**src/rtl/uart_alu_pkg.sv**
```systemverilog
// uart_alu_pkg: opcodes, FSM state encoding and default timeout shared by the UART/ALU slice
package uart_alu_pkg;
    localparam logic [5:0] OP_ADD = 6'h20;
    localparam logic [5:0] OP_SUB = 6'h22;
    localparam logic [5:0] OP_AND = 6'h24;
    localparam logic [5:0] OP_OR  = 6'h25;
    localparam logic [5:0] OP_XOR = 6'h26;
    localparam logic [5:0] OP_NOR = 6'h27;
    localparam logic [5:0] OP_SRA = 6'h03;
    localparam logic [5:0] OP_SRL = 6'h02;

    localparam logic [2:0] ST_IDLE    = 3'd0;
    localparam logic [2:0] ST_GET_A   = 3'd1;
    localparam logic [2:0] ST_GET_B   = 3'd2;
    localparam logic [2:0] ST_EXEC    = 3'd3;
    localparam logic [2:0] ST_SEND    = 3'd4;
    localparam logic [2:0] ST_WAIT_TX = 3'd5;

    localparam int TIMEOUT_CYCLES_DEFAULT = 78125;
endpackage

```
**src/rtl/uart_alu_if.sv**
```systemverilog
// uart_alu_if: RX byte stream in, TX request/result and status pulses out
interface uart_alu_if #(
    parameter int NB_DATA = 8
);
    logic [NB_DATA-1:0] i_rx_data;
    logic               i_rx_done;
    logic               i_tx_done;
    logic [NB_DATA-1:0] o_tx_data;
    logic               o_tx_start;
    logic               o_busy;
    logic               o_op_err;
    logic               o_overrun;
    logic               o_timeout;

    modport slave (
        input  i_rx_data, i_rx_done, i_tx_done,
        output o_tx_data, o_tx_start, o_busy, o_op_err, o_overrun, o_timeout
    );
    modport master (
        output i_rx_data, i_rx_done, i_tx_done,
        input  o_tx_data, o_tx_start, o_busy, o_op_err, o_overrun, o_timeout
    );
endinterface

```
**src/rtl/alu_core.sv**
```systemverilog
// alu_core: combinational ALU; unknown opcodes give 0 and raise op_err
module alu_core
    import uart_alu_pkg::*;
#(
    parameter int NB_DATA = 8,
    parameter int NB_OP   = 6
)(
    input  logic [NB_OP-1:0]   op,
    input  logic [NB_DATA-1:0] a,
    input  logic [NB_DATA-1:0] b,
    output logic [NB_DATA-1:0] result,
    output logic               op_err
);
    always_comb begin
        result = '0;
        op_err = 1'b0;
        case (op)
            NB_OP'(OP_ADD): result = a + b;
            NB_OP'(OP_SUB): result = a - b;
            NB_OP'(OP_AND): result = a & b;
            NB_OP'(OP_OR):  result = a | b;
            NB_OP'(OP_XOR): result = a ^ b;
            NB_OP'(OP_NOR): result = ~(a | b);
            // shift amounts of NB_DATA or more saturate to zero / sign fill
            NB_OP'(OP_SRA): result = $signed(a) >>> b;
            NB_OP'(OP_SRL): result = a >> b;
            default:        op_err = 1'b1;
        endcase
    end
endmodule

```
**src/rtl/uart_alu_interface.sv**
```systemverilog
// uart_alu_interface: collects opcode/A/B bytes from uart_rx, runs alu_core, sends result to uart_tx
// Optional inter-byte timeout enabled by defining UART_ALU_TIMEOUT_EN.
module uart_alu_interface
    import uart_alu_pkg::*;
#(
    parameter int NB_DATA        = 8,
    parameter int NB_OP          = 6,
    parameter int TIMEOUT_CYCLES = TIMEOUT_CYCLES_DEFAULT
)(
    input logic        clk,
    input logic        i_rst,
    uart_alu_if.slave  bus
);
    logic [2:0]         state, state_next;
    logic [NB_OP-1:0]   op;
    logic [NB_DATA-1:0] a, b, result, alu_result;
    logic               alu_err, timeout_hit, collecting;

    alu_core #(.NB_DATA(NB_DATA), .NB_OP(NB_OP)) u_alu (
        .op(op), .a(a), .b(b), .result(alu_result), .op_err(alu_err)
    );

    assign collecting = (state == ST_GET_A) || (state == ST_GET_B);

`ifdef UART_ALU_TIMEOUT_EN
    localparam int CW = $clog2(TIMEOUT_CYCLES);
    logic [CW-1:0] cnt;
    always_ff @(posedge clk) begin
        if (i_rst || !collecting || bus.i_rx_done)
            cnt <= '0;
        else
            cnt <= cnt + 1'b1;
    end
    // a byte arriving in the expiry cycle takes priority over the timeout
    assign timeout_hit = collecting && !bus.i_rx_done && (cnt == CW'(TIMEOUT_CYCLES - 1));
`else
    assign timeout_hit = 1'b0;
`endif

    always_comb begin
        state_next = ST_IDLE;
        case (state)
            ST_IDLE:    state_next = bus.i_rx_done ? ST_GET_A : ST_IDLE;
            ST_GET_A:   state_next = bus.i_rx_done ? ST_GET_B : timeout_hit ? ST_IDLE : ST_GET_A;
            ST_GET_B:   state_next = bus.i_rx_done ? ST_EXEC : timeout_hit ? ST_IDLE : ST_GET_B;
            ST_EXEC:    state_next = ST_SEND;
            ST_SEND:    state_next = ST_WAIT_TX;
            ST_WAIT_TX: state_next = bus.i_tx_done ? ST_IDLE : ST_WAIT_TX;
            default:    state_next = ST_IDLE;
        endcase
    end

    always_ff @(posedge clk) begin
        if (i_rst) begin
            state          <= ST_IDLE;
            op             <= '0;
            a              <= '0;
            b              <= '0;
            result         <= '0;
            bus.o_tx_start <= 1'b0;
            bus.o_busy     <= 1'b0;
            bus.o_op_err   <= 1'b0;
            bus.o_overrun  <= 1'b0;
            bus.o_timeout  <= 1'b0;
        end else begin
            state <= state_next;
            if (state == ST_IDLE && bus.i_rx_done)
                op <= bus.i_rx_data[NB_OP-1:0];
            if (state == ST_GET_A && bus.i_rx_done)
                a <= bus.i_rx_data;
            if (state == ST_GET_B && bus.i_rx_done)
                b <= bus.i_rx_data;
            if (state == ST_EXEC)
                result <= alu_result;
            bus.o_tx_start <= state == ST_EXEC;
            bus.o_busy     <= state_next != ST_IDLE;
            // op_err depends only on the latched opcode, so it can be lined up with EXEC
            bus.o_op_err   <= state == ST_GET_B && bus.i_rx_done && alu_err;
            bus.o_overrun  <= bus.i_rx_done && (state == ST_EXEC || state == ST_SEND || state == ST_WAIT_TX);
            bus.o_timeout  <= timeout_hit;
        end
    end

    assign bus.o_tx_data = result;
endmodule
```
**src/flat_wrapper.sv**
```systemverilog
// flat-port wrapper written by rule: the top's interface ports become plain ports
module uart_alu_interface_flat import uart_alu_pkg::*;
#(
    parameter int NB_DATA        = 8,
    parameter int NB_OP          = 6,
    parameter int TIMEOUT_CYCLES = TIMEOUT_CYCLES_DEFAULT
)
  (clk, i_rst, bus_i_rx_data, bus_i_rx_done, bus_i_tx_done, bus_o_tx_data, bus_o_tx_start, bus_o_busy, bus_o_op_err, bus_o_overrun, bus_o_timeout);
  uart_alu_if #(.NB_DATA(NB_DATA)) bus_i ();
  input logic clk;
  input logic i_rst;
  input wire logic [$bits(bus_i.i_rx_data)-1:0] bus_i_rx_data;
  input wire logic [$bits(bus_i.i_rx_done)-1:0] bus_i_rx_done;
  input wire logic [$bits(bus_i.i_tx_done)-1:0] bus_i_tx_done;
  output wire logic [$bits(bus_i.o_tx_data)-1:0] bus_o_tx_data;
  output wire logic [$bits(bus_i.o_tx_start)-1:0] bus_o_tx_start;
  output wire logic [$bits(bus_i.o_busy)-1:0] bus_o_busy;
  output wire logic [$bits(bus_i.o_op_err)-1:0] bus_o_op_err;
  output wire logic [$bits(bus_i.o_overrun)-1:0] bus_o_overrun;
  output wire logic [$bits(bus_i.o_timeout)-1:0] bus_o_timeout;
  assign bus_i.i_rx_data = bus_i_rx_data;
  assign bus_i.i_rx_done = bus_i_rx_done;
  assign bus_i.i_tx_done = bus_i_tx_done;
  assign bus_o_tx_data = bus_i.o_tx_data;
  assign bus_o_tx_start = bus_i.o_tx_start;
  assign bus_o_busy = bus_i.o_busy;
  assign bus_o_op_err = bus_i.o_op_err;
  assign bus_o_overrun = bus_i.o_overrun;
  assign bus_o_timeout = bus_i.o_timeout;
  uart_alu_interface #(.NB_DATA(NB_DATA), .NB_OP(NB_OP), .TIMEOUT_CYCLES(TIMEOUT_CYCLES)) u_core (.clk(clk), .i_rst(i_rst), .bus(bus_i));
endmodule
```
**config.mk**
```make
export PLATFORM = sky130hd
export DESIGN_NAME = uart_alu_interface_flat
export DESIGN_NICKNAME = d
export VERILOG_FILES = /design/src/rtl/uart_alu_pkg.sv /design/src/rtl/uart_alu_if.sv /design/src/rtl/alu_core.sv /design/src/rtl/uart_alu_interface.sv /design/src/flat_wrapper.sv
export SDC_FILE = /design/constraint.sdc
export NUM_CORES = 1
export LEC_CHECK = 0
export BUFFER_PORTS_ARGS = -buffer_cell sky130_fd_sc_hd__buf_4
export CAP_MARGIN = 5
export CORE_AREA = 5 5 76 148
export CTS_CLUSTER_SIZE = 16
export DETAILED_ROUTE_END_ITERATION = 6
export DIE_AREA = 0 0 81 153
export PLACE_DENSITY = 0.5
export SLEW_MARGIN = 20
export SYNTH_ARGS = -nofsm -noshare
export SYNTH_HDL_FRONTEND = slang
export SYNTH_SLANG_ARGS = --single-unit
```
**constraint.sdc**
```tcl
create_clock -name clk -period 4.2 [get_ports clk]
set_input_delay 0.84 -clock clk [delete_from_list [all_inputs] [get_ports clk]]
set_output_delay 0.84 -clock clk [all_outputs]
set_load 0.02 [all_outputs]
```
==> flow_metrics.py <==
metrics = {
    "clock_network": {
        "clkSlewWorstSetupHoldPaths_ns": 0.06,
        "clock_buffer_count_from_cts": 5,
        "cts_tree": "done",
        "clock_latency_ns": 0.29,
        "cts_hold_buffers": 0,
        "post_cts.resized_instances": 0,
        "clockRootBuffer": "clkbuf_16",
        "cts.path.max_buffers": 2,
        "cts.repair_timing.setup_buffer_count": 0,
        "h-tree-depth": 2,
        "numClockSinks": 37,
    },
    "timing": {
        "timing.final.setup_violations": 0,
        "rsz_0062_raised_after_global_routing": "false",
        "tightest_slew_ns": 1.03,
        "timing.final.crit_period_ns": 3.11,
        "finalCritPeriodShare_pct": 74.1,
        "tns_ns": 0,
        "clock_skew_ns": 0.00765,
        "achievable-frequency_ghz": 0.321,
        "hold_viol": 0,
        "slew_headroom_pct": 30.9,
        "maxSlewViolCount": 0,
    },
    "cells_and_area": {
        "multiInputGateArea_um2": 2080,
        "post_route_cells_drive_above_1_share_pct": 15.3,
        "nets": 422,
        "diodes": 0,
        "seq_area_um2": 741,
        "fillerInstances": 1102,
        "syn2layout_area_growth_pct": 15.9,
    },
    "routing": {
        "drt_drc_violations_left": 0,
        "vias_per_cell": 5.24,
        "1st_iter_drt_viols": 162,
        "postRouteWirelength_um": 9550,
        "dr.pass1.iters": 4,
        "post_drt_wl_per_cell_um": 18.3,
        "final_antenna_net_count": 0,
        "num_vias": 2728,
    },
    "yosys": {
        "synth-async-reset-ratio_pct": 0,
        "synth_nets": 405,
        "yosys_most_used_dff": "dfxtp_1",
        "synth.top_cell.area_share_pct": 24.7,
        "synthDominantAreaCellType": "dfxtp_1",
        "postSynthCellCount": 368,
        "postSynthAreaPerCell_um2": 8.15,
        "yosys_warnings": 0,
        "synthTopCellsByArea": "dfxtp_1 (25%), ha_1 (10%), mux2i_1 (7.7%), nor2_1 (5.4%), a21oi_1 (5.2%)",
        "ffs_latches_synth": 37,
        "yosys-top-cells-count": "nor2_1 (43), dfxtp_1 (37), a21oi_1 (31), nand2_1 (31), ha_1 (24)",
        "ys_seq_area_share_pct": 24.7,
        "synth-edff-count": 0,
        "synth.lib_cells_used.distinct": 64,
        "yosys.cell_count.top_type": "nor2_1",
        "synth_area_um2": 3000,
    },
    "job": {
        "maxCapViolations": 0,
    },
    "setup_path": {
        "worst_setup_path_startpoint": "u_core.op[2]",
        "worst_ep_required_time_ns": 4.40,
        "critical_path.endpoint_type": "flip-flop",
        "worstReg2RegStart": "u_core.op[2]",
        "r2r_cells": 12,
        "critical_path_class": "flip-flop to flip-flop",
        "cp-start-kind": "flip-flop",
        "worstSetupEndpoint": "u_core.bus.o_tx_data[7]",
        "crit_fanout": 8,
        "crit_arrival_ns": 3.31,
        "setup.reg_to_reg.worst_slack_ns": 1.09,
        "r2r-end": "u_core.bus.o_tx_data[7]",
    },
    "pwr": {
        "p_int_uw": 743,
        "power.net_switching_uw": 327,
        "worst_ir_drop_vdd_uv": 262,
        "logic_gate_share_of_total_power_pct": 22.8,
        "p_clk_share_pct": 41.4,
        "power_mw": 1.07,
        "leakage_power_nw": 1.33,
        "powerDensity_nw_per_um2": 308,
        "power_switching_share_pct": 30.5,
        "power_share_of_the_sequential_group_pct": 35.8,
    },
    "status": {
        "status": "finished clean",
    },
    "global_route": {
        "antenna_found_initial": 0,
        "grt_usage_pct": 16.5,
        "maximum_number_of_pins_on_one_net_before_global_route_repair": 37,
        "grt.overflow.total": 0,
        "grt_pass1_vias": 2825,
        "grt_first_pass_wirelength_um": 15400,
    },
    "floorplanning": {
        "ios": 25,
        "placementRows": 52,
        "floorplan.die.width_um": 81,
        "start_util_pct": 29.9,
        "dieHeight_um": 153,
        "core_region_area_um2": 10000,
        "fp.dieArea_um2": 12400,
    },
    "hold_path": {
        "min-delay-path-class": "flip-flop to flip-flop",
    },
    "placed_design": {
        "gp_routability_congestion": 0.966,
        "hpwl_um": 7690,
        "io_buffers": 23,
    },
}
[placed cells by master, fill, tap and decap left out, types with 6 or more instances in the layout]
cell / instances
xnor2_1: 14
a211oi_1: 10
dfxtp_1: 37
nand2_1: 31
nand3_1: 8
nor3_1: 9
mux2i_1: 23
inv_1: 18
nor2b_1: 7
a21oi_1: 31
nand2b_1: 8
xor2_1: 6
ha_1: 24
nor2_1: 43
o21ai_0: 7
buf_4: 33
[critical path: stages, from the launching register on]
cell,delay (ns)
dfxtp_1,0.39
nor4b_2,0.40
nor2b_1,0.19
buf_4,0.17
mux2_2,0.36
inv_1,0.06
ha_1,0.21
nor2b_1,0.14
o2111ai_1,0.17
nand3_1,0.12
o41ai_1,0.32
xnor2_1,0.25
o41ai_2,0.24
[layout make-up]
| class | instances | share of cell area (%) |
|---|---|---|
| clock inverters | 3 | 1.33 |
| flip-flops and latches | 37 | 21.3 |
| inverters | 18 | 1.94 |
| well taps | 135 | 4.86 |
| clock buffers | 5 | 3.60 |
| multi-input cells | 290 | 59.8 |
| repair buffers | 33 | 7.12 |
[power by group through the flow]
stage	logic, mW	clock network (mW)	registers (mW)
floorplan	0.176	0	0.384
global placement	0.244	0	0.390
detailed placement	0.244	0	0.390
CTS	0.245	0.457	0.382
global route	0.266	0.469	0.385
finish	0.244	0.443	0.383
[metal layers]
metal | GRT usage (%) | routed length [um] | vias up
met2 | 30.4 | 5340 | 48
met5 | 0 | 0 | -
met1 | 16.4 | 3390 | 1313
li1 | - | - | 1340
met3 | 1.88 | 160 | 27
met4 | 11.2 | 660 | 0
[sequential cells by signal, summed over array words and instances (netlist names)]
name                   cells
u_core.bus.o_overrun       1
u_core.b                   8
u_core.state               3
u_core.op                  6
u_core.bus.o_busy          1
u_core.bus.o_tx_data       8
u_core.bus.o_op_err        1
u_core.a                   8
u_core.bus.o_tx_start      1
[how the worst min path moves through the flow]
stage	start	to	slack [ns]	cells past startpoint
2_1_floorplan	u_core.a[0]	u_core.a[0]	0.49	2
4_1_cts	u_core.bus.o_tx_data[1]	u_core.bus.o_tx_data[1]	0.48	2
6_report	u_core.bus.o_tx_data[1]	u_core.bus.o_tx_data[1]	0.47	2
5_1_grt	u_core.bus.o_tx_data[1]	u_core.bus.o_tx_data[1]	0.49	2
3_3_place_gp	u_core.bus.o_tx_data[1]	u_core.bus.o_tx_data[1]	0.46	2
3_5_place_dp	u_core.bus.o_tx_data[1]	u_core.bus.o_tx_data[1]	0.47	2
[logic make-up (layout without fill, tap and decap cells)]
family	after synthesis	in the layout	share of synthesized area [%]
AND/OR/NAND/NOR	132	132	22.6
buffers and inverters	41	59	5.96
flip-flops	37	37	24.7
other	1	1	0.125
adder cells (fa/ha/maj)	25	25	10.7
AO/OA/AOI/OAI	86	86	20.5
multiplexers	26	26	9.55
XOR/XNOR	20	20	5.84
[through the flow]
stage                     setup WS [ns]  instances  area (um2)  hold WS (ns)  util (%)
after detailed placement           1.12        513        3310         0.466      33.0
after floorplan                    1.48        368        3000         0.487         -
after global routing              0.895        521        3480         0.489      34.7
after global placement             1.18        513        3310         0.464      33.0
after CTS                          1.09        521        3480         0.476      34.7
final                              1.09        521        3480         0.473      34.7
Note: power is estimated with default switching activity, not from simulation.
